**config.mk**
```make
export PLATFORM = sky130hd
export DESIGN_NAME = arb_mux8way
export DESIGN_NICKNAME = d
export VERILOG_FILES = /design/src/rtl/arb_mux8way.sv
export SDC_FILE = /design/constraint.sdc
export NUM_CORES = 1
export LEC_CHECK = 0
export ABC_AREA = 1
export BUFFER_PORTS_ARGS = -buffer_cell sky130_fd_sc_hd__buf_2
export CAP_MARGIN = 5
export CORE_MARGIN = 3
export CORE_UTILIZATION = 39
export DETAILED_ROUTE_END_ITERATION = 10
export PLACE_DENSITY = 0.79
export SYNTH_ARGS = -nofsm -noshare
export SYNTH_HDL_FRONTEND = slang
export SYNTH_SLANG_ARGS = --single-unit
```
**constraint.sdc**
```tcl
create_clock -name clk -period 1.3 [get_ports clk]
set_clock_uncertainty 0.1 [all_clocks]
set_input_delay 0.13 -clock clk [delete_from_list [all_inputs] [get_ports clk]]
set_output_delay 0.13 -clock clk [all_outputs]
set_load 0.01 [all_outputs]
```
**src/rtl/arb_mux8way.sv**
```systemverilog
// arb_mux8way: 8-source valid/ready merge onto one registered, source-tagged output.
// Define ARB_MUX8WAY_ROUND_ROBIN_EN for round-robin arbitration; fixed priority otherwise.
module arb_mux8way #(
  parameter int WIDTH = 16
) (
  input  logic               clk,
  input  logic               rst_n,
  input  logic [7:0]         in_valid,
  output logic [7:0]         in_ready,
  input  logic [8*WIDTH-1:0] in_data,
  output logic               out_valid,
  input  logic               out_ready,
  output logic [WIDTH-1:0]   out_data,
  output logic [2:0]         out_sel
);

  typedef enum logic {
    EMPTY = 1'b0,
    FULL  = 1'b1
  } st_t;

  st_t        st;
  st_t        st_nx;
  logic       load_ok;
  logic       gnt_any;
  logic       in_fire;
  logic [2:0] gnt_idx;

  function automatic logic [2:0] lsb_idx(
    input logic [7:0] v
  );
    lsb_idx = 3'd0;
    for (int i = 7; i >= 0; i--) begin
      if (v[i]) lsb_idx = 3'(i);
    end
  endfunction

`ifdef ARB_MUX8WAY_ROUND_ROBIN_EN
  logic [2:0] ptr;
  logic [7:0] rot;

  // rotate so ptr lands at bit 0; the index sum wraps mod 8
  always_comb begin
    rot     = 8'((in_valid >> ptr) |
                 (in_valid << (4'd8 - {1'b0, ptr})));
    gnt_idx = ptr + lsb_idx(rot);
  end

  always_ff @(posedge clk or negedge rst_n) begin
    if (!rst_n) begin
      ptr <= 3'd0;
    end else if (in_fire) begin
      ptr <= gnt_idx + 3'd1;
    end
  end
`else
  always_comb begin
    gnt_idx = lsb_idx(in_valid);
  end
`endif

  assign out_valid = (st == FULL);
  assign load_ok   = !out_valid | out_ready;
  assign gnt_any   = |in_valid;

  always_comb begin
    in_ready = 8'd0;
    if (load_ok && gnt_any) begin
      in_ready = 8'd1 << gnt_idx;
    end
  end

  assign in_fire = |(in_valid & in_ready);

  always_comb begin
    st_nx = st;
    unique case (st)
      EMPTY: begin
        if (in_fire) st_nx = FULL;
      end
      FULL: begin
        if (out_ready && !in_fire) st_nx = EMPTY;
      end
      default: st_nx = EMPTY;
    endcase
  end

  always_ff @(posedge clk or negedge rst_n) begin
    if (!rst_n) begin
      st <= EMPTY;
    end else begin
      st <= st_nx;
    end
  end

  always_ff @(posedge clk or negedge rst_n) begin
    if (!rst_n) begin
      out_data <= '0;
      out_sel  <= 3'd0;
    end else if (in_fire) begin
      out_data <= in_data[gnt_idx*WIDTH +: WIDTH];
      out_sel  <= gnt_idx;
    end
  end

endmodule
```
---- Yosys cells after proc, flatten, opt, wreduce, memory -nomap -nowiden ----
Cells that the tools add are included.
storage, ports and cells
  output and inout bits ................... 28
  flip-flop bits (word level) ............. 20
  bits of input ports ..................... 139
cells by class
  reduce and logical (&&, ||, !) cells .... 6
  shift operators ......................... 2
  mux-type cells .......................... 12
  bitwise logic cells ..................... 3
operators by type and width
  kind                                                                number
  128-bit by 8-bit indexed part select with 16-bit output             1
  3-bit two-way mux                                                   8
  8-bit OR reduction                                                  2
  8-bit AND                                                           1
  8-bit two-way mux                                                   1
  1-bit by 3-bit left shift with 8-bit output (first input constant)  1
  1-bit logical AND                                                   2
  1-bit logical NOT                                                   2
  1-bit two-way mux                                                   2
  1-bit case mux with 2 select lines                                  1
  1-bit NOT                                                           1
  1-bit OR                                                            1

---- Depth between registers and ports, before layout ----
Gate-level depths: netlist of the first run.
  word-level depth ........................ 16
  gate-level depth with buffers ........... 15
  depth with buffers taken out ............ 14

---- Worst setup path after synthesis of the first run ----
No wires, ideal clock.
  path kind ............................... input -> register
  start point ............................. input port in_valid[0]
  end point ............................... register out_sel[1]
  buffers on the path ..................... 1
  data arrival time ....................... 1.237 ns
  stages .................................. 13
  data required time ...................... 1.079 ns
  path slack .............................. -0.157 ns
  cell sequence ........................... clkinv_2 nand2_2 nor3_2 inv_2 nor2_4 inv_2 nor2_2 inv_2 nand2_4 inv_2 buf_6 nand2_1 o21ai_2
between the ends
  longest elaborated chain between the ends .. 5
ends and longest elaborated chain
  element                                                                                  line    source
  start, declared                                                                          8       input logic [7:0] in_valid,
  8-bit OR reduction / 3-bit two-way mux (equally long branches)                           64, 34
  1-bit logical AND / 1-bit by 3-bit left shift with 8-bit output (equally long branches)  68, 69
  8-bit two-way mux                                                                        68      if (load_ok && gnt_any) begin
  8-bit AND                                                                                73      assign in_fire = |(in_valid & in_ready);
  8-bit OR reduction                                                                       73
  end signal, assigned                                                                     102     out_sel <= gnt_idx;
  end, declared                                                                            14      output logic [2:0] out_sel
Parallel ways exist; a longest one is shown, timed or not.
A chain may end at the register's enable or synchronous reset.

---- Worst setup path in the final report of the first run ----
  start point ............................. register st (netlist: out_valid)
  end point ............................... output port in_ready[3]
between the ends
  longest elaborated chain between the ends .. 4
ends and longest elaborated chain
  element                 line  source
  start, declared         22    st_t st;
  start signal, assigned  92    st <= st_nx;
  1-bit logical NOT       63    assign load_ok = !out_valid | out_ready;
  1-bit OR                63
  1-bit logical AND       68
  8-bit two-way mux       68
  end, declared           9     output logic [7:0] in_ready,
No other way between the ends.

==> impl_metrics.toml, run 1 <==
[clocking]
clockBufferDepth = 2
cts_tree = "done"
cts_buffers = 3
clock-sinks = 20
clk_latency_ns = 0.26
htree_levels = 1
cts.root.buffer_cell = "clkbuf_8"
clk_pin_slew_worst_paths_ns = 0.07

[floorplanning]
fp.dieH_um = 85.16
io_pins = 167
start_util_pct = 40.79
fp.dieW_um = 85.16
core_area_mm2 = 0.005991
dieArea_mm2 = 0.007251
rows = 28

[yosys]
synth_edf_count = 0
synth_compound_area_share_pct = 1.280
synth_xor_area_share_pct = 0
avgSynthCellArea_um2 = 5.656
synth-adder-area-share_pct = 0
synthArstFlopShare_pct = 100.0
ys_ff_latch = 20
synth_ff_type = "dfrtp_1"
synth_top_family_by_area = "simple AND/OR/NAND/NOR gates"
netlist-cell-type-count = 22
syn_area_mm2 = 0.002444
syn_nets = 571
synth_cells = 432
yosysSeqAreaShare_pct = 20.48
synthMuxAreaShare_pct = 0
synth_warnings = 0
synthSimpleGateAreaFrac_pct = 62.62

[placed_design]
placed_cell_area_mm2 = 0.003593
port_buffers = 166
placed_cells = 668
gp_congestion = 0.9003
dpl.hpwl_um = 7516

[layout]
fin_nets = 767
stdcell_area_mm2 = 0.004308
layout-drive-gt1-share_pct = 47.05
area_growth_pct = 76.29
fillers = 499
fin_cells = 702
fin_util_pct = 71.91
multi_input_area_mm2 = 0.001779
antenna_cells = 0
seq_area_um2 = 500.5

[critical_path]
rrSetupSlack_ns = -0.13
cp_slowest_cell = "dfrtp_1"
path_depth = 7
slowest_delay_ns = 0.38
rr_worst_depth = 10
regToRegStartpoint = "out_valid$_DFF_PN0_"
cp_data_required_time_ns = 1.07
endpoint_kind = "output port"
r2r-end = "out_sel[0]$_DFFE_PN0P_"
critPathMaxFanout = 3
crit_chain = "inv_2, nor2_4, nor2_4, inv_2, buf_6, nor2_2, buf_2"
path_delay_family = "buffers and inverters"
crit_buf_inv = 4
crit_type = "register to output port"
worst-endpoint-arrival_ns = 1.30
startpoint_type = "register"

[outcome]
violations = "negative setup slack"
status = "complete, but fails checks"

[sta]
fmax_mhz = 654.7
rsz0062_at_grt = "yes"
fin_ws_ns = -0.2274
finalCriticalPeriod_ns = 1.527
finalSetupViolCount = 28
tns_ns = -4.126
timing.final.crit_share_pct = 117.5
max_slew_margin_pct = 69.79
maxSlewViolCount = 0
tightestPinTransition_ns = 0.4532
final_hold_viol_count = 0

[global_routing]
grt_max_degree = 41
met2_usage_pct = 50.07
gr-total-overflow = 0
grt_first_pass_wirelength_um = 16230
grtUsageMet3_pct = 2.816
grt_busiest_layer = "met2"
grtUsageTotal_pct = 27.44
grt_pass1_vias = 3471
grtUsageMet1_pct = 34.94
grt_antenna_before_repair = 0

[route]
drtIter0Drc = 268
wire_per_inst_um = 15.86
dr_total_vias = 3843
firstDrtPassIters = 5
drc_errors = 0
detail_route.wirelength_um = 11130
vias_per_cell = 5.474
postRouteAntennaNets = 0

[worst_hold_path]
worstHoldEndpoint = "out_data[6]$_DFFE_PN0P_"
min_from = "in_data[70]"
hp-class = "input port to register"
hold_path_depth = 7

[job]
drv_cap = 0

[power]
power_density_mw_per_mm2 = 690.0
ir_drop_mv = 0.5652
fin_total_pwr_uw = 2973
power_leakage_uw = 0.002408
==> final cells by class <==
class | instances | area share, %
multi-input cells | 327 | 41.30
repair buffers | 226 | 37.58
flip-flops and latches | 20 | 11.62
inverters | 48 | 5.315
well taps | 75 | 2.178
clock buffers | 3 | 0.9585
clock inverters | 1 | 0.6971
repair inverters | 2 | 0.3485
==> metrics by stage <==
stage,hold slack [ns],setup WS (ns)
6_report,0.2090,-0.2274
5_1_grt,0.2431,-0.3012
4_1_cts,0.2129,-0.1887
3_5_place_dp,-0.003770,-0.3739
3_3_place_gp,-0.006408,-0.3525
2_1_floorplan,-0.2656,-0.07497
==> worst max path at each step <==
stage / startpoint / endpoint / slack (ns)
after floorplan: in_valid[0] / out_sel[1]$_DFFE_PN0P_ / -0.07
after global placement: in_valid[5] / out_data[7]$_DFFE_PN0P_ / -0.35
after detailed placement: in_valid[5] / out_data[7]$_DFFE_PN0P_ / -0.37
after CTS: in_valid[1] / in_ready[6] / -0.19
after global routing: out_valid$_DFF_PN0_ / in_ready[5] / -0.30
final: out_valid$_DFF_PN0_ / in_ready[3] / -0.23
==> metal layers <==
metal | vias to the layer above | part of all wire [%] | routed length, um
li1 | 1844 | - | -
met1 | 1752 | 38 | 4238
met2 | 219 | 50 | 5614
met3 | 28 | 9.2 | 1028
met4 | 0 | 2.3 | 252
met5 | - | 0 | 0
==> Yosys cell counts (2+ instances only) <==
cell      count  area share [%]
nand2_2       5             1.3
buf_6         4             1.8
o21ai_2       2            0.72
inv_1        40             6.1
clkbuf_1     13             2.0
buf_4         4             1.2
buf_1         3            0.46
buf_2        13             2.7
dfrtp_1      20              20
nand2_1     139              21
inv_2         7             1.1
nor2_1       14             2.2
nand3_1      96              20
nand4_1      64              16
==> tightest hold or removal path, stage by stage <==
cell and delay, ns:
buf_2 0.07, nand3_1 0.07, nand3_1 0.07, nand2_1 0.05, nand2_1 0.05, nand2_1 0.04
nand2_1 0.04
==> power breakdown <==
group          switching [uW]  internal, uW  leakage [uW]  total, uW
logic                     826           726       0.00212       1550
clock network             217           411     0.0000357        629
registers                64.3           728      0.000247        792
total                    1110          1870       0.00241       2970
==> sequential cells by signal, summed over array words and instances (netlist names) <==
name / cells
out_valid: 1
out_sel: 3
out_data: 16
==> cell usage in the layout (no fill, tap or decap) <==
master,instances
buf_2,161
buf_4,32
nand2_1,128
buf_6,12
inv_12,1
inv_1,33
inv_8,1
inv_2,11
nor3_4,2
clkbuf_16,3
nor2_2,6
clkinv_16,1
nand2_2,12
nor2_4,5
nand3_2,17
nand4_1,64
dfrtp_1,20
o21ai_2,2
buf_12,8
bufinv_16,1
nand3_1,79
nand2_8,2
nor2_1,5
clkbuf_8,3
buf_8,3
a21oi_4,1
buf_16,5
inv_4,2
o21ai_0,1
dlygate4sd3_1,2
nand2_4,3
inv_6,1
==> cells by family (layout without fill, tap and decap cells) <==
| family | after synthesis | after routing |
|---|---|---|
| buffers and inverters | 85 | 280 |
| AOI/OAI and AO/OA | 4 | 4 |
| DFF | 20 | 20 |
| and+or+nand+nor | 323 | 323 |
==> what timing repair did <==
action | CTS | global route
gates resized for setup | 37 | 46
pin swaps | 18 | 54
cloned | 7 | 3
hold buffers | 2 | 0
endpoints found under the setup margin | 28 | 28
buffers inserted | 17 | 4
hold endpoints to repair | 21 | 0
Power figures use the tool's default switching activity.
==> inputs of run 2 (changes only) <==
==> constraint.sdc (replaced) <==
create_clock -name clk -period 1.3 [get_ports clk]
set_clock_uncertainty 0.1 [all_clocks]
set_input_delay 0.065 -clock clk [delete_from_list [all_inputs] [get_ports clk]]
set_output_delay 0.065 -clock clk [all_outputs]
set_load 0.01 [all_outputs]
==> run 2 against run 1 <==
The run still ends with negative setup slack left. Via count is 3.0% lower. Combinational power decreased by 9.7%. Setup slack improved by 0.076 ns. Critical path type unchanged. Critical endpoint is now in_ready[0]. Largest power group unchanged.
==> impl_metrics.toml, run 2 (synthesized netlist as in run 1, its figures left out) <==
[critical_path]
endpoint_kind = "output port"
slowest_delay_ns = 0.38
critPathMaxFanout = 4
crit_buf_inv = 4
regToRegStartpoint = "out_valid$_DFF_PN0_"
crit_chain = "inv_2, nor2_4, nor2_4, inv_2, buf_12, nor2_2, buf_2"
crit_type = "register to output port"
r2r-end = "out_sel[2]$_DFFE_PN0P_"
rr_worst_depth = 9
path_delay_family = "buffers and inverters"
worst-endpoint-arrival_ns = 1.29
cp_data_required_time_ns = 1.13
crit_start = "out_valid$_DFF_PN0_"
endpoint = "in_ready[0]"
cp_slowest_cell = "dfrtp_1"
rrSetupSlack_ns = -0.08
startpoint_type = "register"
path_depth = 7

[floorplanning]
start_util_pct = 40.79
rows = 28
fp.dieW_um = 85.16
fp.dieH_um = 85.16
io_pins = 167
core_area_mm2 = 0.005991
dieArea_mm2 = 0.007251

[outcome]
violations = "negative setup slack"
status = "complete, but fails checks"

[layout]
fin_util_pct = 66.33
fin_nets = 749
layout-drive-gt1-share_pct = 41.78
largest_register_ffs = 16
largest-register = "out_data"
stdcell_area_mm2 = 0.003974
final_cell_mix = "160 x buf_2, 134 x nand2_1, 93 x nand3_1"
antenna_cells = 0
layout_commonest_cell = "buf_2"
fin_cells = 683
area_growth_pct = 62.62

[worst_hold_path]
hp-class = "input port to register"
hold_path_depth = 7

[power]
ir_drop_mv = 0.4981
power_density_mw_per_mm2 = 652.9
power_leakage_uw = 0.002241

[sta]
final_hold_viol_count = 0
hold_slack_ns = 0.1390
fin_ws_ns = -0.1517
rsz0062_at_grt = "yes"
max_slew_margin_pct = 69.76
timing.final.crit_share_pct = 111.7
fmax_mhz = 688.9
finalSetupViolCount = 27
maxSlewViolCount = 0
finalCriticalPeriod_ns = 1.452
tightestPinTransition_ns = 0.4536

[global_routing]
grt_pass1_vias = 3595
grtUsageTotal_pct = 27.64
grt_first_pass_wirelength_um = 16350
gr-total-overflow = 0
grt_antenna_before_repair = 0
grt_max_degree = 34

[route]
detail_route.wirelength_um = 10430
drtIter0Drc = 204
drc_errors = 0
postRouteAntennaNets = 0
firstDrtPassIters = 5
vias_per_cell = 5.457
dr_total_vias = 3727
wire_per_inst_um = 15.26

[placed_design]
placed_cell_area_mm2 = 0.003587
dp_slack_ns = -0.3561
dpl.hpwl_um = 7791
gp_congestion = 0.8780
placed_cells = 665
port_buffers = 166

[clocking]
clk_pin_slew_worst_paths_ns = 0.07
cts_buffers = 3
htree_levels = 1
clock-sinks = 20
cts_tree = "done"
clk_latency_ns = 0.25
cts.root.buffer_cell = "clkbuf_8"
clockBufferDepth = 2

[job]
drv_cap = 0
[run 2: changes by cell type in the layout (fill, tap and decap cells not counted), sizes merged]
cell	before	now
inv	49	47
clkbuf	6	3
clkinv	1	2
buf	221	207
bufinv	1	0
[run 2: how the worst min path moves through the flow]
| stage | endpoint | slack (ns) | from |
|---|---|---|---|
| after floorplan | out_data[0]$_DFFE_PN0P_ | -0.33 | rst_n |
| after global placement | out_valid$_DFF_PN0_ | -0.07 | rst_n |
| after detailed placement | out_valid$_DFF_PN0_ | -0.06 | rst_n |
| after CTS | out_data[1]$_DFFE_PN0P_ | 0.13 | in_data[1] |
| after global routing | out_data[0]$_DFFE_PN0P_ | 0.18 | in_data[0] |
| final | out_data[12]$_DFFE_PN0P_ | 0.14 | in_data[12] |
[run 2: area by class of cell]
type	instances	area [um2]
Multi-Input combinational cell	327	1709
Inverter	48	229.0
Tap cell	75	93.84
Clock buffer	3	41.29
Timing Repair Buffer	209	1394
Timing Repair inverter	1	6.256
Fill cell	542	2017
Sequential cell	20	500.5
[run 2: worst reg2reg max path, stage by stage, from the launching register on]
cell and delay [ns]:
dfrtp_1 0.35, inv_2 0.05, nor2_4 0.14, nor2_4 0.06
inv_2 0.07, buf_4 0.14, nand2_8 0.08, buf_12 0.16
nor2_1 0.08, nor2_1 0.04
[run 2: layer usage]
layer	global-route usage [%]	share of wire, %	vias up
li1	-	-	1799
met1	34.37	37	1656
met2	48.66	50	247
met3	4.563	10	25
met4	8.489	2.4	0
met5	0	0	-
[run 2: what timing repair did]
action | in CTS | in global routing
resized for setup | 28 | 21
pin swaps | 13 | 11
hold buffers | 2 | 0
setup endpoints to repair | 28 | 28
endpoints found under the hold margin | 21 | 0
gates cloned | 3 | 0
buffers inserted | 10 | 0
[run 2: stage by stage]
stage          TNS (ns)  power (uW)
6_report         -2.202        2595
5_1_grt          -4.848        2791
4_1_cts          -2.178        2574
3_5_place_dp     -6.625        2050
3_3_place_gp     -5.782        2035
2_1_floorplan   -0.2074        1468
[run 2: report_power, final]
part / switching, uW / leakage [uW] / total, uW / internal (uW)
clock network: 194 / 0.0000216 / 401 / 206
registers: 68.0 / 0.000247 / 796 / 728
logic: 765 / 0.00197 / 1400 / 633
==> inputs of run 3 (changes only) <==
Settings changed: GPL_TIMING_DRIVEN from default to 0.
==> run 3 against run 2 <==
The run still ends with negative setup slack left. Global-route usage increased by 2.2 points. Flip-flop and latch count unchanged. Critical path depth increased by 10. First-iteration DRC count increased by 51%. Register-to-register slack improved by 0.02 ns. Total power increased by 10%. Utilization increased by 7.0 points. Sequential power decreased by 1%. Via count increased by 9.8%. Clock-buffer cell count increased by 1. Critical path type is now input port to register. Critical endpoint is now out_data[12]$_DFFE_PN0P_.
==> impl_metrics.toml, run 3 (synthesized netlist as in run 1, its figures left out) <==
[job]
drv_cap = 0

[sta]
final_hold_viol_count = 0
rsz0062_at_grt = "yes"
finalSetupViolCount = 27
tightestPinTransition_ns = 0.4555
maxSlewViolCount = 0
fmax_mhz = 699.3
max_slew_margin_pct = 69.63
fin_ws_ns = -0.1300
finalCriticalPeriod_ns = 1.430
timing.final.crit_share_pct = 110.0

[clocking]
clock-sinks = 20
cts.root.buffer_cell = "clkbuf_8"
clockBufferDepth = 2
htree_levels = 1
cts_tree = "done"
cts_buffers = 3
clk_pin_slew_worst_paths_ns = 0.07
clk_latency_ns = 0.25

[critical_path]
crit_type = "input port to register"
crit_buf_inv = 5
slowest_delay_ns = 0.19
endpoint_kind = "register"
crit_chain = "buf_6, inv_4, nand2_2, nand2_2, nand2_2, nand2_4, nand2_4, buf_4, buf_4, nand3_1, nand2_1, inv_1, nand3_1, nand2_1, nand2_1, nand2_1, nand2_1"
critPathMaxFanout = 11
startpoint_type = "input port"
cp_slowest_cell = "buf_4"
critical_path.most_common_cell = "nand2_1"
path_delay_family = "simple AND/OR/NAND/NOR gates"
worst-endpoint-arrival_ns = 1.49
cp_data_required_time_ns = 1.36

[power]
sw_frac_of_total_pct = 39.53
power_density_mw_per_mm2 = 649.9
fin_total_pwr_uw = 2855
power_frac_clock_pct = 16.4
sequentialPowerShare_pct = 27.6
p_comb_share_pct = 56.0
ir_drop_mv = 0.6828
internal-power_uw = 1727
switchingPower_uw = 1129
power_leakage_uw = 0.002481

[floorplanning]
fp.dieH_um = 85.16
dieArea_mm2 = 0.007251
core_area_mm2 = 0.005991
start_util_pct = 40.79
fp.dieW_um = 85.16
rows = 28
io_pins = 167

[global_routing]
grt_max_degree = 21
grt_first_pass_wirelength_um = 17540
grt_antenna_before_repair = 0
gr-total-overflow = 0
grtUsageTotal_pct = 29.88
grt_pass1_vias = 3770

[route]
firstDrtPassIters = 5
postRouteAntennaNets = 0
detail_route.wirelength_um = 12290
drtIter0Drc = 308
dr_total_vias = 4092
wire_per_inst_um = 17.16
drc_errors = 0
vias_per_cell = 5.715

[layout]
fillers = 478
area_growth_pct = 79.77
largest-register = "out_data"
layout_commonest_cell = "buf_2"
final_cell_mix = "163 x buf_2, 114 x nand2_1, 69 x nand3_1"
seq_area_um2 = 500.5
largest_register_ffs = 16
multi_input_area_mm2 = 0.001878
layout-drive-gt1-share_pct = 51.01
antenna_cells = 0
fin_nets = 781

[outcome]
violations = "negative setup slack"
status = "complete, but fails checks"

[placed_design]
dp_slack_ns = -0.4397
gp_congestion = 0.9336
port_buffers = 166
dpl.hpwl_um = 8396

[worst_hold_path]
hp-class = "input port to register"
[run 3: changes by cell type in the layout (fill, tap and decap cells not counted), moves of 7 or more]
cell	before	now
nand2_2	5	23
nand3_1	93	69
buf_4	25	32
nand2_1	134	114
nand3_2	3	25
clkbuf_2	0	8
buf_8	0	13
buf_12	12	3
[run 3: repair_timing]
item                                    in CTS  in global routing
hold endpoints to repair                    21                  0
endpoints found under the setup margin      27                 27
cloned                                       5                  4
pin swaps                                   32                 62
resized for setup                           48                 93
setup buffers                               28                  3
hold buffers                                 2                  0
[run 3: layer usage]
metal  up-vias  wire length [um]  GRT usage [%]
met4         0               609          10.94
met2       329              5960          51.98
met5         -                 0              0
li1       1873                 -              -
met1      1825              4347          37.17
met3        65              1370          4.563
[run 3: layout make-up]
type	count	share of cell area (%)
plain buffers	35	7.206
inverters	48	5.269
clock buffers	4	1.253
repair buffers	207	29.99
multi-input cells	327	42.75
well taps	75	2.136
flip-flops and latches	20	11.39
[run 3: power by group through the flow]
stage	sequential, uW	clock (uW)	combinational [uW]
3_3_place_gp	791	0	1180
5_1_grt	801	512	1720
6_report	788	469	1600
2_1_floorplan	845	0	623
3_5_place_dp	794	0	1200
4_1_cts	785	494	1370
[run 3: tightest hold or removal path, delay by kind of cell]
kind          cells  cell delay, ns
simple gates      6            0.33
buf+inv           1            0.08
[run 3: final timing paths]
kind | start | end | slack, ns | cells past startpoint
setup / recovery | in_valid[6] | out_data[12]$_DFFE_PN0P_ | -0.13 | 17
hold / removal | in_data[2] | out_data[2]$_DFFE_PN0P_ | 0.15 | 7
setup reg to reg | out_valid$_DFF_PN0_ | out_data[13]$_DFFE_PN0P_ | -0.06 | 9
hold reg to reg | out_data[8]$_DFFE_PN0P_ | out_data[8]$_DFFE_PN0P_ | 0.38 | 2
max in group asynchronous | rst_n | out_data[6]$_DFFE_PN0P_ | 0.60 | 2
min in group asynchronous | rst_n | out_data[1]$_DFFE_PN0P_ | 0.19 | 2
[run 3: metrics by stage]
stage          utilization [%]  hold WS, ns  instance area [um2]  TNS [ns]  cells
5_1_grt                  73.33       0.1684                 4393    -4.228    716
2_1_floorplan                -      -0.3306                 2552   -0.2074    432
3_5_place_dp             58.04     -0.06317                 3477    -9.733    673
3_3_place_gp             58.04     -0.07323                 3477    -9.562    673
6_report                 73.33       0.1507                 4393    -2.203    716
4_1_cts                  66.29       0.1311                 3971   -0.2479    709
